==> config.mk <==
export PLATFORM = sky130hd
export DESIGN_NAME = mmio_uart_tx_flat
export DESIGN_NICKNAME = d
export VERILOG_FILES = /design/src/rtl/mmio_uart_tx_pkg.sv /design/src/rtl/mmio_uart_tx_if.sv /design/src/rtl/mmio_uart_tx_fifo.sv /design/src/rtl/mmio_uart_tx.sv /design/src/flat_wrapper.sv
export SDC_FILE = /design/constraint.sdc
export NUM_CORES = 1
export LEC_CHECK = 0
export ABC_AREA = 1
export BUFFER_PORTS_ARGS = -buffer_cell sky130_fd_sc_hd__buf_2
export CORE_ASPECT_RATIO = 0.8
export CORE_MARGIN = 8
export CORE_UTILIZATION = 40
export CTS_CLUSTER_SIZE = 14
export DETAILED_ROUTE_END_ITERATION = 7
export GPL_TIMING_DRIVEN = 0
export PLACE_DENSITY_LB_ADDON = 0.05
export SETUP_SLACK_MARGIN = 0.3
export SYNTH_ARGS = -nofsm -noshare
export SYNTH_HDL_FRONTEND = slang
export SYNTH_SLANG_ARGS = --single-unit
==> constraint.sdc <==
create_clock -name i_clk -period 2.9 [get_ports i_clk]
set_input_delay 0.29 -clock i_clk [delete_from_list [all_inputs] [get_ports i_clk]]
set_output_delay 0.29 -clock i_clk [all_outputs]
set_load 0.03 [all_outputs]
==> src/rtl/mmio_uart_tx_pkg.sv <==
// Shared definitions for the memory-mapped UART transmitter.
//   - uart_state_e : transmitter FSM state encoding
//   - REG_*        : register offsets (i_addr[3:2])
//   - ST_*         : STATUS register bit positions
//   - reset_div()  : divisor that produces BAUD from CLK_HZ
//   - even_parity(): parity bit that makes the frame's count of ones even
package uart_pkg;

   typedef enum logic [2:0] {
      UART_IDLE   = 3'd0,
      UART_START  = 3'd1,
      UART_DATA   = 3'd2,
      UART_PARITY = 3'd3,
      UART_STOP   = 3'd4
   } uart_state_e;

   localparam logic [1:0] REG_TXDATA = 2'd0;
   localparam logic [1:0] REG_STATUS = 2'd1;
   localparam logic [1:0] REG_DIV    = 2'd2;
   localparam logic [1:0] REG_RSVD   = 2'd3;

   localparam int unsigned ST_FULL   = 32'd0;
   localparam int unsigned ST_EMPTY  = 32'd1;
   localparam int unsigned ST_ACTIVE = 32'd2;
   localparam int unsigned ST_OVF    = 32'd3;
   localparam int unsigned ST_PARITY = 32'd4;
   localparam int unsigned ST_LVL_LO = 32'd8;

   // Bit period is DIV+1 cycles, so the divisor is one less than the ratio.
   function automatic logic [15:0] reset_div(input int unsigned clk_hz,
                                             input int unsigned baud);
      int unsigned ratio;
      ratio = (clk_hz / baud) - 32'd1;
      return ratio[15:0];
   endfunction

   function automatic logic even_parity(input logic [7:0] d);
      return ^d;
   endfunction

endpackage

==> src/rtl/mmio_uart_tx_if.sv <==
// LSU data-memory bus as seen by an IO responder.
//   i_we / i_re   : store / load strobes from the LSU
//   i_addr        : byte address
//   i_wdata       : store data
//   o_rdata       : load data returned into the LSU read-data OR-tree
// master = LSU side, slave = peripheral side.
interface mmio_uart_tx_if;
   import uart_pkg::*;

   logic        i_we;
   logic        i_re;
   logic [31:0] i_addr;
   logic [31:0] i_wdata;
   logic [31:0] o_rdata;

   modport master (output i_we, output i_re, output i_addr, output i_wdata,
                   input  o_rdata);
   modport slave  (input  i_we, input  i_re, input  i_addr, input  i_wdata,
                   output o_rdata);
endinterface

==> src/rtl/mmio_uart_tx_fifo.sv <==
// Synchronous FIFO with extra-MSB pointers.
//   i_clk, rst   : clock, synchronous active-low reset (clears pointers only)
//   push, wdata  : write request; ignored while full
//   pop, rdata   : read request; rdata shows the head entry combinationally
//   full, empty  : occupancy flags
//   level        : number of stored entries (0..DEPTH)
// Fullness is judged on the state before the edge, so a push that meets a
// pop on a full FIFO is still dropped.
module sync_fifo
   import uart_pkg::*;
#(
   parameter int WIDTH = 8,
   parameter int DEPTH = 8
) (
   input  logic                     i_clk,
   input  logic                     rst,
   input  logic                     push,
   input  logic                     pop,
   input  logic [WIDTH-1:0]         wdata,
   output logic [WIDTH-1:0]         rdata,
   output logic                     full,
   output logic                     empty,
   output logic [$clog2(DEPTH):0]   level
);
   localparam int AW = $clog2(DEPTH);
   localparam logic [AW:0] PTR_ONE = {{AW{1'b0}}, 1'b1};

   logic [WIDTH-1:0] mem_r [DEPTH];
   logic [AW:0]      wr_ptr_r;
   logic [AW:0]      rd_ptr_r;
   logic             push_ok_s;
   logic             pop_ok_s;

   assign full      = (wr_ptr_r[AW] != rd_ptr_r[AW]) &&
                      (wr_ptr_r[AW-1:0] == rd_ptr_r[AW-1:0]);
   assign empty     = (wr_ptr_r == rd_ptr_r);
   assign level     = wr_ptr_r - rd_ptr_r;
   assign push_ok_s = push && !full;
   assign pop_ok_s  = pop && !empty;
   assign rdata     = mem_r[rd_ptr_r[AW-1:0]];

   // Pointer update; reset empties the FIFO.
   always_ff @(posedge i_clk) begin
      if (!rst) begin
         wr_ptr_r <= '0;
         rd_ptr_r <= '0;
      end else begin
         if (push_ok_s) begin
            wr_ptr_r <= wr_ptr_r + PTR_ONE;
         end
         if (pop_ok_s) begin
            rd_ptr_r <= rd_ptr_r + PTR_ONE;
         end
      end
   end

   // Storage array write.
   always_ff @(posedge i_clk) begin
      if (push_ok_s) begin
         mem_r[wr_ptr_r[AW-1:0]] <= wdata;
      end
   end

endmodule

==> src/rtl/mmio_uart_tx.sv <==
// Memory-mapped UART transmitter (8 data bits, 1 stop bit, LSB first).
//   i_clk, rst : clock, synchronous active-low reset
//   bus        : LSU data-memory bus (slave modport), 16-byte window at BASE_ADDR
//                +0x0 TXDATA (W push byte, R 0)
//                +0x4 STATUS (R flags/level, W bit3=1 clears overflow)
//                +0x8 DIV    (R/W 16-bit divisor, bit period DIV+1 cycles)
//                +0xC reserved
//   o_txd      : registered serial output, idle high
//   o_busy     : registered, high while bytes are queued or a frame is in flight
// Build option: define MMIO_UART_TX_PARITY_EN to add an even-parity bit
// between the data bits and the stop bit (STATUS bit4 then reads 1).
module mmio_uart_tx
   import uart_pkg::*;
#(
   parameter logic [31:0] BASE_ADDR  = 32'h1000_4000,
   parameter int unsigned CLK_HZ     = 50_000_000,
   parameter int unsigned BAUD       = 115_200,
   parameter int          FIFO_DEPTH = 8
) (
   input  logic           i_clk,
   input  logic           rst,
   mmio_uart_tx_if.slave  bus,
   output logic           o_txd,
   output logic           o_busy
);
   localparam int          LW      = $clog2(FIFO_DEPTH) + 1;
   localparam logic [15:0] DIV_RST = reset_div(CLK_HZ, BAUD);

   localparam logic [2:0] S_IDLE  = UART_IDLE;
   localparam logic [2:0] S_START = UART_START;
   localparam logic [2:0] S_DATA  = UART_DATA;
   localparam logic [2:0] S_STOP  = UART_STOP;
`ifdef MMIO_UART_TX_PARITY_EN
   localparam logic [2:0] S_PARITY   = UART_PARITY;
   localparam logic [2:0] S_POSTDATA = S_PARITY;
   localparam logic       PARITY_ON  = 1'b1;
`else
   localparam logic [2:0] S_POSTDATA = S_STOP;
   localparam logic       PARITY_ON  = 1'b0;
`endif

   logic          sel_s;
   logic [1:0]    off_s;
   logic          wr_tx_s;
   logic          wr_st_s;
   logic          wr_div_s;
   logic [7:0]    fifo_dout_s;
   logic          fifo_full_s;
   logic          fifo_empty_s;
   logic [LW-1:0] fifo_level_s;
   logic [3:0]    lvl4_s;
   logic          pop_s;
   logic          bit_end_s;
   logic          txd_s;
   logic [2:0]    state_nx_s;
   logic [31:0]   status_s;
   logic [31:0]   rdata_s;
   logic          unused_s;

   logic [2:0]    state_r;
   logic [15:0]   div_r;
   logic [15:0]   div_sh_r;
   logic [15:0]   timer_r;
   logic [2:0]    bit_idx_r;
   logic [7:0]    shift_r;
   logic          ovf_r;
   logic          txd_r;
   logic          busy_r;

   assign sel_s     = (bus.i_addr[31:4] == BASE_ADDR[31:4]);
   assign off_s     = bus.i_addr[3:2];
   assign wr_tx_s   = sel_s && bus.i_we && (off_s == REG_TXDATA);
   assign wr_st_s   = sel_s && bus.i_we && (off_s == REG_STATUS);
   assign wr_div_s  = sel_s && bus.i_we && (off_s == REG_DIV);
   assign bit_end_s = (timer_r == div_sh_r);
   assign lvl4_s    = 4'(fifo_level_s);
   assign unused_s  = ^{bus.i_addr[1:0], bus.i_wdata[31:16]};

   sync_fifo #(
      .WIDTH (8),
      .DEPTH (FIFO_DEPTH)
   ) u_fifo (
      .i_clk (i_clk),
      .rst   (rst),
      .push  (wr_tx_s),
      .pop   (pop_s),
      .wdata (bus.i_wdata[7:0]),
      .rdata (fifo_dout_s),
      .full  (fifo_full_s),
      .empty (fifo_empty_s),
      .level (fifo_level_s)
   );

   // Next-state logic; IDLE pops the head byte as soon as one is queued.
   always_comb begin
      state_nx_s = state_r;
      pop_s      = 1'b0;
      case (state_r)
         S_IDLE: begin
            if (!fifo_empty_s) begin
               pop_s      = 1'b1;
               state_nx_s = S_START;
            end else begin
               state_nx_s = S_IDLE;
            end
         end
         S_START: begin
            if (bit_end_s) state_nx_s = S_DATA;
            else           state_nx_s = S_START;
         end
         S_DATA: begin
            if (bit_end_s && (bit_idx_r == 3'd7)) state_nx_s = S_POSTDATA;
            else                                  state_nx_s = S_DATA;
         end
`ifdef MMIO_UART_TX_PARITY_EN
         S_PARITY: begin
            if (bit_end_s) state_nx_s = S_STOP;
            else           state_nx_s = S_PARITY;
         end
`endif
         S_STOP: begin
            if (bit_end_s) state_nx_s = S_IDLE;
            else           state_nx_s = S_STOP;
         end
         default: state_nx_s = S_IDLE;
      endcase
   end

   // Line level for the current state; registered one cycle later into o_txd.
   always_comb begin
      txd_s = 1'b1;
      case (state_r)
         S_IDLE:   txd_s = 1'b1;
         S_START:  txd_s = 1'b0;
         S_DATA:   txd_s = shift_r[bit_idx_r];
`ifdef MMIO_UART_TX_PARITY_EN
         S_PARITY: txd_s = even_parity(shift_r);
`endif
         S_STOP:   txd_s = 1'b1;
         default:  txd_s = 1'b1;
      endcase
   end

   // FSM, bit timer and frame shadow registers; DIV is sampled only at pop.
   always_ff @(posedge i_clk) begin
      if (!rst) begin
         state_r   <= S_IDLE;
         timer_r   <= 16'd0;
         bit_idx_r <= 3'd0;
         shift_r   <= 8'd0;
         div_sh_r  <= DIV_RST;
         txd_r     <= 1'b1;
         busy_r    <= 1'b0;
      end else begin
         state_r <= state_nx_s;
         txd_r   <= txd_s;
         busy_r  <= !fifo_empty_s || (state_r != S_IDLE);
         if (state_r == S_IDLE) begin
            timer_r   <= 16'd0;
            bit_idx_r <= 3'd0;
            if (pop_s) begin
               shift_r  <= fifo_dout_s;
               div_sh_r <= div_r;
            end
         end else if (bit_end_s) begin
            timer_r <= 16'd0;
            if (state_r == S_DATA) begin
               bit_idx_r <= bit_idx_r + 3'd1;
            end
         end else begin
            timer_r <= timer_r + 16'd1;
         end
      end
   end

   // Programmable divisor and sticky overflow flag.
   always_ff @(posedge i_clk) begin
      if (!rst) begin
         div_r <= DIV_RST;
         ovf_r <= 1'b0;
      end else begin
         if (wr_div_s) begin
            div_r <= bus.i_wdata[15:0];
         end
         if (wr_tx_s && fifo_full_s) begin
            ovf_r <= 1'b1;
         end else if (wr_st_s && bus.i_wdata[ST_OVF]) begin
            ovf_r <= 1'b0;
         end
      end
   end

   // Side-effect-free read mux; zero unless selected and loading.
   always_comb begin
      status_s                   = 32'd0;
      status_s[ST_FULL]          = fifo_full_s;
      status_s[ST_EMPTY]         = fifo_empty_s;
      status_s[ST_ACTIVE]        = (state_r != S_IDLE);
      status_s[ST_OVF]           = ovf_r;
      status_s[ST_PARITY]        = PARITY_ON;
      status_s[ST_LVL_LO +: 4]   = lvl4_s;
      rdata_s                    = 32'd0;
      if (sel_s && bus.i_re) begin
         case (off_s)
            REG_STATUS: rdata_s = status_s;
            REG_DIV:    rdata_s = {16'd0, div_r};
            REG_TXDATA: rdata_s = 32'd0;
            REG_RSVD:   rdata_s = 32'd0;
            default:    rdata_s = 32'd0;
         endcase
      end else begin
         rdata_s = 32'd0;
      end
   end

   assign bus.o_rdata = rdata_s;
   assign o_txd       = txd_r;
   assign o_busy      = busy_r;

endmodule

==> src/flat_wrapper.sv <==
// flat-port wrapper written by rule: the top's interface ports become plain ports
module mmio_uart_tx_flat import uart_pkg::*;
#(
   parameter logic [31:0] BASE_ADDR  = 32'h1000_4000,
   parameter int unsigned CLK_HZ     = 50_000_000,
   parameter int unsigned BAUD       = 115_200,
   parameter int          FIFO_DEPTH = 8
)
  (i_clk, rst, o_txd, o_busy, bus_i_we, bus_i_re, bus_i_addr, bus_i_wdata, bus_o_rdata);
  mmio_uart_tx_if bus_i ();
  input  logic i_clk;
  input  logic rst;
  output logic o_txd;
  output logic o_busy;
  input wire logic [$bits(bus_i.i_we)-1:0] bus_i_we;
  input wire logic [$bits(bus_i.i_re)-1:0] bus_i_re;
  input wire logic [$bits(bus_i.i_addr)-1:0] bus_i_addr;
  input wire logic [$bits(bus_i.i_wdata)-1:0] bus_i_wdata;
  output wire logic [$bits(bus_i.o_rdata)-1:0] bus_o_rdata;
  assign bus_i.i_we = bus_i_we;
  assign bus_i.i_re = bus_i_re;
  assign bus_i.i_addr = bus_i_addr;
  assign bus_i.i_wdata = bus_i_wdata;
  assign bus_o_rdata = bus_i.o_rdata;
  mmio_uart_tx #(.BASE_ADDR(BASE_ADDR), .CLK_HZ(CLK_HZ), .BAUD(BAUD), .FIFO_DEPTH(FIFO_DEPTH)) u_core (.i_clk(i_clk), .rst(rst), .bus(bus_i), .o_txd(o_txd), .o_busy(o_busy));
endmodule
* After elaboration in Yosys (flattened, before gate mapping)
Memory sizes are Yosys's and may differ from the RTL's. A register that Yosys moved wholly into a read port is not among the register bits.
Cells that the tools add are included.
** Storage, ports and cells
- Flip-flop bits (word level) :: 65
- RAM bits :: 64
- Input bits :: 68
- Output and inout port bits :: 34
- Memories :: 1
** Memory list
- u_core.u_fifo.mem_r :: words 8, bits a word 8, read ports 1, clocked after memory_dff 1, wr ports 1, RTL line mmio_uart_tx_fifo.sv:28 : logic [WIDTH-1:0] mem_r [DEPTH];
** Operators by class
- Add/sub/neg operators :: 5
- $lt $le $gt $ge :: 1
- Eq/ne operators :: 12
- Muxes and demuxes :: 16
- Bitwise gates (word level) :: 1
- Reduce and logical (&&, ||, !) cells :: 24
** Operator list (count)
- 32-bit case mux with 3 select lines :: 1
- 32-bit two-way mux :: 1
- 28-bit by 25-bit equality test with 1-bit output, second input constant :: 1
- 16-bit by 1-bit adder with 16-bit output, second input constant :: 1
- 16-bit equality test :: 1
- 3-bit case mux with 4 select lines :: 1
- 1-bit logical AND :: 11
- 4-bit by 1-bit adder with 4-bit output, second input constant :: 2
- 1-bit two-way mux :: 8
- 3-bit equality test, second input constant :: 2
- 3-bit two-way mux :: 2
- 2-bit equality test, second input constant :: 2
- 4-bit equality test :: 1
- 3-bit by 4-bit < comparator with 1-bit output, second input constant :: 1
- 2-bit AND reduction :: 2
- 2-bit OR reduction :: 2
- 4-bit subtractor :: 1
- 3-bit by 1-bit adder with 3-bit output, second input constant :: 1
- 1-bit binary-select mux with 3-bit select :: 1
- 3-bit by 1-bit equality test with 1-bit output, second input constant :: 1
- 3-bit by 2-bit equality test with 1-bit output, second input constant :: 1
- 3-bit equality test :: 1
- 1-bit zero test :: 3
- 3-bit zero test :: 1
- 10 further kinds :: 10

* Logic depth before layout (Yosys ltp)
Gate-level depths: netlist of run 1.
- Word-level depth :: 6
- Gate-level depth with buffers :: 11
- Mapped depth without buffers :: 10

* By module
Synthesis of run 1 repeated with hierarchy kept, for this count alone.
** Second synthesis, totals
- Cells, all modules :: 810
- Area total of the unflattened synthesis :: 6635.1 um^2
** By module, submodules not included
- mmio_uart_tx :: instances 1, cells an instance 515, area each 3405.8 um^2
- sync_fifo :: instances 1, cells an instance 295, area each 3229.3 um^2

* Worst setup path before layout of run 1
No wires, ideal clock.
- Kind :: reg2out
- From :: register u_core.u_fifo.rd_ptr_r[1]
- To :: output port bus_o_rdata[0]
- Arrival :: 2.358 ns
- Data required time :: 2.610 ns
- Setup slack :: 0.252 ns
- Stages on the path, launching flop included :: 10
- Cells stage by stage :: dfxtp_1 -> inv_1 -> clkbuf_1 -> ha_1 -> inv_1 -> nor3_1 -> nand2_1 -> inv_1 -> nor2_1 -> a211oi_1
** On the way
- Longest elaborated chain between the ends :: 4
** Ends and longest elaborated chain
- start: declaration :: RTL line mmio_uart_tx_fifo.sv:30 : logic [AW:0] rd_ptr_r;
- start signal: assignment :: RTL line mmio_uart_tx_fifo.sv:52 : rd_ptr_r <= rd_ptr_r + PTR_ONE;
- 3-bit equality test :: RTL line mmio_uart_tx_fifo.sv:35 : (wr_ptr_r[AW-1:0] == rd_ptr_r[AW-1:0]);
- 1-bit logical AND :: RTL line mmio_uart_tx_fifo.sv:34 : assign full = (wr_ptr_r[AW] != rd_ptr_r[AW]) &&
- 32-bit case mux with 3 select lines :: RTL line mmio_uart_tx.sv:204 : case (off_s)
- 32-bit two-way mux :: RTL line mmio_uart_tx.sv:203 : if (sel_s && bus.i_re) begin
- end: declaration :: RTL line flat_wrapper.sv:19 : output wire logic [$bits(bus_i.o_rdata)-1:0] bus_o_rdata;
Every way passes these cells. The select of a mux whose other input is x is not followed.

* Worst setup path in the final report of run 1
Ends and elaborated chain as after synthesis.

==> run_results.csv, run 1 <==
group,metric,value,unit
global_routing,antenna_found_initial,0,
routing,drt-wirelength-per-cell,16.2,um
yosys,synth-edff-count,64,
setup_path,end_kind,"primary output",
cts,clk_latency,0.42,ns
floorplan,dieArea,19800,um^2
yosys,syn_avg_cell_area,8.74,um^2
sta,hold_violations,0,
cells_and_area,n_antenna_cell,0,
floorplan,io_pins,102,
floorplan,dieHeight,128,um
setup_path,crit_required,2.61,ns
sta,drv_slew,0,
setup_path,crit_fanout,5,
yosys,async_reset_ff_frac,0,
cells_and_area,final_util,0.509,
pwr,power.density,805,nW/um^2
setup_path,critical_path_arrival,2.23,ns
setup_path,path_class,"register to primary output",
setup_path,r2r_cells,8,
yosys,ys.flop_type,"dfxtp_1",
pwr,ir_drop,0.000448,V
worst_hold_path,min_to,"u_core.div_r[8]",
pwr,power.leakage,3.13,nW
cells_and_area,area_growth,23.8,%
floorplan,coreArea,15100,um^2
global_routing,track_usage,0.175,
setup_path,setup.worst_path.start_class,"register",
yosys,syn_inst,711,
floorplan,die_x,155,um
cells_and_area,drive_gt1_frac,0.213,
sta,max_freq,396,MHz
routing,first_iter_violations,314,
routing,via_per_inst,4.94,
setup_path,critPathSlowestCell,"dfxtp_4",
setup_path,r2r-start,"u_core.u_fifo.rd_ptr_r[2]",
cts,clkSlewWorstSetupHoldPaths,0.06,ns
cells_and_area,final_cell_mix,"nor2_1 (134), nand2_1 (101), o21ai_0 (74)",
sta,setup_tns,0,ns
yosys,synth.distinct_cells,40,
setup_path,critPathTopFamily,"buffers and inverters",
sta,setup_viol,0,
cts,cts_tree,"built",
global_routing,overflow,0,
routing,routed_wl,16900,um
yosys,syn_area,6220,um^2
job,drv_cap,0,
floorplan,rows,40,
yosys,yosys_warnings,0,
routing,wl_met2,6680,um
setup_path,cp.depth,10,
setup_path,path_common_cell,"inv_2",
outcome,status,"finished clean",
placed_design,port_buffers,67,
setup_path,cp_cell_sequence,"clkinvlp_4, buf_8, ha_4, inv_2, nor3_4, nand2_2, inv_2, nor2_1, a211oi_2, buf_4",
worst_hold_path,hold_depth,3,
worst_hold_path,worst_hold_path_type,"input port to register",
cts,clock_path_buffers,2,
worst_hold_path,min-delay-start,"bus_i_wdata[8]",
sta,fin_crit,2.52,ns
yosys,synth_area_leader_cell,"edfxtp_1",
sta,rsz0062_at_grt,"yes",
setup_path,max_stage_delay,0.37,ns
yosys,ys_seq_elements,137,
cts,cts_buffers,17,
routing,highest_layer,"met4",
floorplan,initial_core_util,0.411,
routing,first_pass_iters,5,
routing,drc,0,
setup_path,critPathBufInv,5,
routing,antenna_left,0,
yosys,synth_top_area_share,0.309,
cells_and_area,final_nets,896,
routing,wl_met3,1160,um
sta,clock_skew,0.00648,ns
sta,worst_pin_slew,0.789,ns
cts,cts_max_level,4,
routing,vias,5151,
yosys,yosysSeqAreaShare,0.544,
cells_and_area,final_common_cell,"nor2_1",
routing,m1WireLength,8900,um
placed_design,hpwlAfterDp,12300,um
global_routing,grt_pass1_vias,5036,
sta,timing.final.crit_share,0.870,
global_routing,grt_max_degree,17,
cts,numClockSinks,137,
yosys,ys_top_cells_by_area,"edfxtp_1 (31%), dfxtp_1 (24%), nor2_1 (8.3%)",
placed_design,gp_congestion,0.814,
global_routing,grt_first_pass_wirelength,26900,um
setup_path,r2r-end,"u_core.u_fifo.mem_r[5][3]",
sta,relSlewSlack,0.471,
setup_path,rrSetupSlack,0.39,ns
cts,cts_root_buf,"clkbuf_16",
==> state kept, by name (all words and copies together) (netlist names) <==
signal                  cells
u_core.bit_idx_r            3
u_core.div_r               16
u_core.div_sh_r            16
u_core.o_busy               1
u_core.o_txd                1
u_core.ovf_r                1
u_core.shift_r              8
u_core.state_r              3
u_core.timer_r             16
u_core.u_fifo.mem_r        64
u_core.u_fifo.rd_ptr_r      4
u_core.u_fifo.wr_ptr_r      4
==> worst max-delay path by stage <==
stage | from | endpoint | slack, ns
CTS | u_core.u_fifo.rd_ptr_r[1] | u_core.u_fifo.mem_r[3][0] | 0.30
floorplan | u_core.u_fifo.rd_ptr_r[1] | u_core.u_fifo.mem_r[1][0] | 0.38
global placement | u_core.u_fifo.rd_ptr_r[1] | u_core.u_fifo.mem_r[3][5] | -0.74
global route | u_core.u_fifo.rd_ptr_r[1] | bus_o_rdata[0] | 0.27
finish | u_core.u_fifo.rd_ptr_r[1] | bus_o_rdata[0] | 0.38
detailed placement | u_core.u_fifo.rd_ptr_r[1] | u_core.u_fifo.mem_r[3][5] | -0.84
==> cells by family (layout without fill, tap and decap cells) <==
family / after synthesis / after routing / share of synthesized area
simple gates: 310 / 310 / 0.211
fa+ha+maj: 9 / 9 / 0.0193
flops: 137 / 137 / 0.544
buf+inv: 94 / 200 / 0.0711
other cells: 1 / 16 / 0.000603
compound gates: 137 / 137 / 0.121
xor+xnor: 23 / 23 / 0.0324
==> synthesized netlist by cell type, drive strengths merged (2+ instances only) <==
cell,number
nand4,10
xor2,20
a21oi,31
inv,53
clkbuf,16
edfxtp,64
o21ai,80
or2,4
nand3,26
a31oi,2
ha,8
nand2,106
xnor2,3
nor2,149
o221ai,10
buf,24
dfxtp,73
nor3,12
o22ai,8
==> power breakdown <==
part           internal [W]  switching (W)  leakage, nW
clock               0.00144       0.000842        0.287
sequential          0.00223       0.000170         1.17
combinational      0.000522       0.000985         1.67
total               0.00420        0.00200         3.13
==> timing repair <==
action	in CTS	in global routing
pin swaps	4	5
hold buffers	0	0
gates resized for setup	26	21
endpoints found under the hold margin	0	0
setup buffers	4	3
endpoints found under the setup margin	102	82
==> tightest hold or removal path, cell delays in order <==
cell and delay, ns:
buf_2 0.08, nand2_1 0.05, nand3_1 0.06
==> stage by stage <==
step           worst slack (ns)  cell area, um^2  power (W)  hold slack (ns)  cells
6_report                  0.376             7690    0.00620           0.0959   1042
3_5_place_dp             -0.838             6880    0.00382            0.468   1003
5_1_grt                   0.269             7690    0.00651           0.0928   1042
2_1_floorplan             0.381             6280    0.00333            0.389    726
4_1_cts                   0.295             7610    0.00617           0.0805   1039
3_3_place_gp             -0.744             6880    0.00380            0.464   1003
==> layout make-up <==
cell class / instances / area (um^2)
multi-input combinational: 495 / 2530
tap: 210 / 263
timing repair buffer: 74 / 399
inverter: 54 / 216
clock buffer: 18 / 429
clock inverter: 14 / 196
sequential: 137 / 3390
buffer: 40 / 260
fill: 1507 / 7420
==> metal layers <==
metal  global-route usage  vias up
li1                     -     2570
met1                0.255     2412
met2                0.241      152
met3               0.0563       17
met4               0.0467        0
met5                    0        -
Power figures use the tool's default switching activity.
==> run 2: changes to the inputs <==
==> constraint.sdc (replaced) <==
create_clock -name i_clk -period 2.2 [get_ports i_clk]
set_input_delay 0.22 -clock i_clk [delete_from_list [all_inputs] [get_ports i_clk]]
set_output_delay 0.22 -clock i_clk [all_outputs]
set_load 0.03 [all_outputs]
==> run 2 against run 1 <==
Compared with the run above:
- the flow now finishes with violations (negative setup slack)
- largest cell class unchanged
- die area is the same
- sequential share of layout area decreased by 4.9 points
- sequential power rose by 34%
- highest routed layer unchanged
- clock skew barely moved
- combinational power rose by 100%
- register-to-register slack got worse by 0.45 ns
- first-iteration DRC count grew 20%
- count of clock-buffer cells in the layout did not move
- routed wire length rose by 5.9%
==> run_results.csv, run 2 (synthesized netlist as in run 1, its figures left out) <==
group,metric,value,unit
routing,first_pass_iters,5,
sta,fin_crit,2.31,ns
sta,worst_pin_slew,0.777,ns
setup_path,path_class,"register to primary output",
pwr,power.share.switching,0.332,
cells_and_area,drive_gt1_frac,0.321,
cells_and_area,final_cell_mix,"nor2_1 (119), nand2_1 (90), dfxtp_1 (67)",
setup_path,crit_fanout,3,
cts,numClockSinks,137,
sta,max_freq,434,MHz
cells_and_area,fin_area,8670,um^2
global_routing,grt_max_degree,17,
global_routing,grt_first_pass_wirelength,27700,um
floorplan,coreArea,15100,um^2
job,drv_cap,0,
sta,rsz0062_at_grt,"yes",
cts,clkSlewWorstSetupHoldPaths,0.06,ns
sta,relSlewSlack,0.482,
pwr,switchingPower,0.00305,W
cts,cts_root_buf,"clkbuf_16",
sta,clock_skew,0.00664,ns
pwr,power,0.00918,W
setup_path,setup.worst_path.start_class,"register",
setup_path,end_kind,"primary output",
setup_path,crit_start,"u_core.u_fifo.rd_ptr_r[2]",
cts,clock_path_buffers,2,
routing,via_per_inst,5.02,
cts,cts_buffers,17,
floorplan,rows,40,
pwr,ir_drop,0.000587,V
setup_path,critPathSlowestCell,"dfxtp_4",
sta,whs,0.0275,ns
setup_path,crit_required,1.98,ns
setup_path,critical_path_arrival,2.09,ns
cts,cts_tree,"built",
pwr,pwr-share-clk,0.321,
floorplan,dieHeight,128,um
placed_design,hpwlAfterDp,12400,um
cells_and_area,final_common_cell,"nor2_1",
routing,routed_wl,17900,um
worst_hold_path,worst_hold_path_type,"input port to register",
global_routing,antenna_found_initial,0,
floorplan,initial_core_util,0.411,
sta,timing.final.crit_share,1.05,
global_routing,track_usage,0.182,
setup_path,r2r-start,"u_core.u_fifo.rd_ptr_r[1]",
cts,clk_latency,0.42,ns
pwr,power.leakage,3.52,nW
floorplan,io_pins,102,
cells_and_area,final_nets,933,
pwr,p_seq_frac,0.350,
global_routing,overflow,0,
sta,setup_tns,-0.859,ns
cells_and_area,n_antenna_cell,0,
global_routing,grt_pass1_vias,5129,
pwr,power_frac_comb,0.329,
floorplan,die_x,155,um
placed_design,dp_worst_setup_slack,-0.253,ns
placed_design,port_buffers,67,
worst_hold_path,min-delay-start,"bus_i_wdata[11]",
pwr,internal_power,0.00613,W
routing,first_iter_violations,378,
cts,cts_max_level,4,
outcome,violations,"negative setup slack",
routing,drt-wirelength-per-cell,16.6,um
cells_and_area,area_growth,39.6,%
routing,drc,0,
sta,drv_slew,0,
sta,setup_viol,13,
outcome,status,"finished with violations",
routing,antenna_left,0,
sta,worst_slack,-0.106,ns
placed_design,placed_area,7050,um^2
placed_design,gp_congestion,0.838,
cells_and_area,n_fill_cell,1358,
cells_and_area,largest_reg_flops,64,
setup_path,cp_cell_sequence,"inv_6, buf_8, ha_4, inv_4, nor3_4, nand2_2, inv_2, nor2_2, a211oi_4, buf_6",
floorplan,dieArea,19800,um^2
pwr,power.density,1060,nW/um^2
sta,hold_violations,0,
routing,vias,5418,
setup_path,max_stage_delay,0.37,ns
## run 2: cell count changes in the layout (fill, tap and decap cells not counted), sizes merged
cell	before	now
buf	100	136
clkinv	3	10
clkinvlp	6	2
inv	55	52
clkbuf	32	33
## run 2: timing repair
item / in CTS / in global routing
hold buffers: 0 / 0
setup buffers: 33 / 9
setup endpoints to repair: 111 / 111
gates cloned: 0 / 2
gates resized for setup: 51 / 127
endpoints found under the hold margin: 0 / 0
pin swaps: 19 / 16
## run 2: final timing paths
check	to	slack (ns)	cells after the start
worst max register to register	u_core.u_fifo.mem_r[1][2]	-0.06	12
worst min-delay path	u_core.div_r[11]	0.03	3
worst min register to register	u_core.ovf_r	0.48	2
worst max-delay path	bus_o_rdata[0]	-0.11	10
## run 2: layout make-up
cell class	count	area, um^2	area share
Buffer	40	344	0.0397
Clock buffer	18	429	0.0495
Clock inverter	14	179	0.0206
Inverter	54	246	0.0284
Multi-Input combinational cell	495	2930	0.338
Sequential cell	137	3400	0.392
Tap cell	210	263	0.0303
Timing Repair Buffer	111	881	0.102
## run 2: worst max-delay path, delay by kind of cell, from the launching register on
kind                       cells  cell delay, ns
buffers and inverters          5            0.45
AOI/OAI and AO/OA              1            0.18
adders and majority gates      1            0.28
DFF                            1            0.37
and+or+nand+nor                3            0.40
## run 2: power by group through the flow
stage | Sequential (W) | Combinational [W] | Clock [W]
finish | 0.00321 | 0.00302 | 0.00295
global placement | 0.00320 | 0.00187 | 0
global route | 0.00324 | 0.00326 | 0.00311
CTS | 0.00314 | 0.00212 | 0.00300
detailed placement | 0.00320 | 0.00189 | 0
floorplan | 0.00316 | 0.00128 | 0
## run 2: per-layer routing
layer	wire length (um)	global-route usage
met5	0	0
met3	1630	0.0603
met2	7520	0.260
met1	8550	0.255
met4	223	0.0507
## run 2: stage by stage
stage          instances   util
2_1_floorplan        726      -
3_3_place_gp        1003  0.467
3_5_place_dp        1003  0.467
4_1_cts             1068  0.540
5_1_grt             1079  0.574
6_report            1079  0.574
==> run 3: changes to the inputs <==
--- a/config.mk
+++ b/config.mk
@@ -5,8 +5,8 @@
 export SDC_FILE = /design/constraint.sdc
 export NUM_CORES = 1
 export LEC_CHECK = 0
-export ABC_AREA = 1
 export BUFFER_PORTS_ARGS = -buffer_cell sky130_fd_sc_hd__buf_2
+export CAP_MARGIN = 20
 export CORE_ASPECT_RATIO = 0.8
 export CORE_MARGIN = 8
 export CORE_UTILIZATION = 40
==> run 3 against run 2 <==
Compared with the run above:
- sequential power decreased by 13%
- clock power decreased by 6.8%
- the flow still finishes with violations (negative setup slack)
- die area decreased by 2.3%
- fmax decreased by 6.8%
- routed wire length decreased by 14%
- area after synthesis decreased by 2.6%
- critical path type unchanged
- worst setup slack got worse by 0.17 ns
- worst hold slack improved by 0.011 ns
- largest power group unchanged
- flip-flop and latch count unchanged
- largest cell class unchanged
==> run_results.csv, run 3 <==
group,metric,value,unit
cts,numClockSinks,137,
routing,first_pass_iters,5,
sta,clock_skew,0.00861,ns
floorplan,io_pins,102,
outcome,status,"finished with violations",
setup_path,crit_required,1.98,ns
yosys,ys.flop_type,"dfxtp_1",
global_routing,grt_first_pass_wirelength,24800,um
cells_and_area,area_growth,39.1,%
routing,via_per_inst,5.03,
cts,clk_latency,0.41,ns
sta,setup_tns,-8.04,ns
yosys,synth_common_cells,"dfxtp_1 (73), nand2_1 (73), edfxtp_1 (64)",
pwr,power,0.00637,W
routing,drc,0,
sta,max_freq,404,MHz
floorplan,die_x,154,um
yosys,yosysSeqAreaShare,0.559,
cts,cts_max_level,4,
floorplan,rows,40,
global_routing,grt_max_degree,17,
sta,fin_crit,2.47,ns
routing,vias,4359,
global_routing,antenna_found_initial,0,
floorplan,coreArea,14900,um^2
setup_path,crit_fanout,2,
routing,antenna_left,0,
yosys,ys_top_cells_by_area,"edfxtp_1 (32%), dfxtp_1 (24%), mux4_2 (6.7%)",
routing,drt-wirelength-per-cell,17.7,um
placed_design,placed_cells,797,
pwr,power.leakage,3.13,nW
job,drv_cap,0,
yosys,synth-edff-count,64,
yosys,ys_seq_elements,137,
cts,clkSlewWorstSetupHoldPaths,0.06,ns
sta,whs,0.0389,ns
cts,cts_root_buf,"clkbuf_16",
sta,setup_viol,61,
setup_path,setup.worst_path.start_class,"register",
setup_path,end_kind,"primary output",
yosys,syn_area,6050,um^2
routing,routed_wl,15300,um
setup_path,critical_path_arrival,2.25,ns
cells_and_area,drive_gt1_frac,0.383,
cells_and_area,fin_cells,867,
placed_design,gp_congestion,0.809,
yosys,yosys_warnings,0,
floorplan,dieArea,19400,um^2
sta,drv_slew,0,
cells_and_area,final_nets,742,
sta,worst_slack,-0.274,ns
sta,hold_violations,0,
yosys,async_reset_ff_frac,0,
yosys,synth_top_area_share,0.317,
cells_and_area,seq_area,3400,um^2
sta,worst_pin_slew,0.685,ns
cells_and_area,n_antenna_cell,0,
pwr,power.density,756,nW/um^2
floorplan,dieHeight,126,um
placed_design,dp_worst_setup_slack,-0.632,ns
floorplan,initial_core_util,0.406,
yosys,synth.distinct_cells,45,
cells_and_area,multiInputGateArea,2890,um^2
cells_and_area,final_cell_mix,"nand2_1 (70), edfxtp_1 (64), dfxtp_1 (63)",
global_routing,grt_pass1_vias,4572,
sta,timing.final.crit_share,1.12,
setup_path,r2r_cells,11,
worst_hold_path,worst_hold_path_type,"input port to register",
placed_design,port_buffers,67,
cts,cts_buffers,17,
sta,rsz0062_at_grt,"yes",
worst_hold_path,hold_depth,3,
cells_and_area,n_fill_cell,1280,
setup_path,path_class,"register to primary output",
sta,relSlewSlack,0.544,
outcome,violations,"negative setup slack",
yosys,syn_inst,526,
routing,first_iter_violations,203,
placed_design,hpwlAfterDp,10800,um
yosys,syn_avg_cell_area,11.5,um^2
pwr,ir_drop,0.000553,V
global_routing,track_usage,0.164,
cells_and_area,largest_reg_flops,64,
yosys,synth_area_leader_cell,"edfxtp_1",
cts,clock_path_buffers,2,
cells_and_area,final_common_cell,"nand2_1",
cts,cts_tree,"built",
global_routing,overflow,0,
==> run 3: critical path: stages (launching register included) <==
cell and delay, ns:
dfxtp_4 0.35, clkbuf_16 0.13, clkbuf_16 0.14, clkinv_8 0.04
ha_4 0.20, nor2b_4 0.11, o21a_1 0.18, or3_1 0.37
nand3_2 0.11, a21oi_4 0.06, buf_6 0.14
==> run 3: per-layer routing <==
metal	GRT usage	share of wire	wire length (um)	vias up
met1	0.226	0.50	7600	2089
met3	0.0619	0.063	960	10
met5	0	0	0	-
met2	0.243	0.44	6680	130
met4	0.0328	0.0068	104	0
li1	-	-	-	2130
==> run 3: final cells by class <==
type / instances / share of cell area
buffer: 38 / 0.0434
clock buffer: 25 / 0.0614
clock inverter: 7 / 0.00773
tap: 189 / 0.0281
inverter: 7 / 0.00609
sequential: 137 / 0.404
timing repair buffer: 105 / 0.106
multi-input combinational: 359 / 0.343
==> run 3: path summary, 6_finish.rpt <==
kind | start | to | slack [ns]
worst max-delay path | u_core.u_fifo.rd_ptr_r[1] | bus_o_rdata[11] | -0.27
worst min-delay path | bus_i_wdata[8] | u_core.div_r[8] | 0.04
worst max register to register | u_core.u_fifo.rd_ptr_r[1] | u_core.u_fifo.mem_r[6][0] | -0.16
worst min register to register | u_core.timer_r[0] | u_core.timer_r[0] | 0.46
==> run 3: power breakdown <==
group | internal, W | leakage, nW | switching (W)
Sequential | 0.00273 | 1.17 | 0.0000496
Combinational | 0.000407 | 1.67 | 0.000435
Clock | 0.00174 | 0.292 | 0.00101
==> run 3: per-stage QoR <==
step / util / cell area [um^2]
after floorplan: - / 6440
after global placement: 0.470 / 7010
after detailed placement: 0.471 / 7020
after CTS: 0.548 / 8170
after global routing: 0.565 / 8420
final: 0.565 / 8420
==> run 3: kinds of logic (layout without fill, tap and decap cells) <==
family | count (synthesis) | count (layout) | share of synthesized area
buffers and inverters | 45 | 182 | 0.0413
other | 1 | 16 | 0.000619
and+or+nand+nor | 215 | 215 | 0.177
DFF | 137 | 137 | 0.559
xor gates and xnor gates | 38 | 38 | 0.0550
AOI/OAI and AO/OA | 42 | 42 | 0.0453
adders and majority gates | 9 | 9 | 0.0198
muxes | 39 | 39 | 0.102
==> run 3: timing repair <==
| action | CTS | global route |
|---|---|---|
| buffers inserted | 28 | 9 |
| resized for setup | 66 | 40 |
| pin swaps | 25 | 25 |
| gates cloned | 0 | 1 |
| hold buffers | 0 | 0 |
| endpoints found under the setup margin | 125 | 122 |
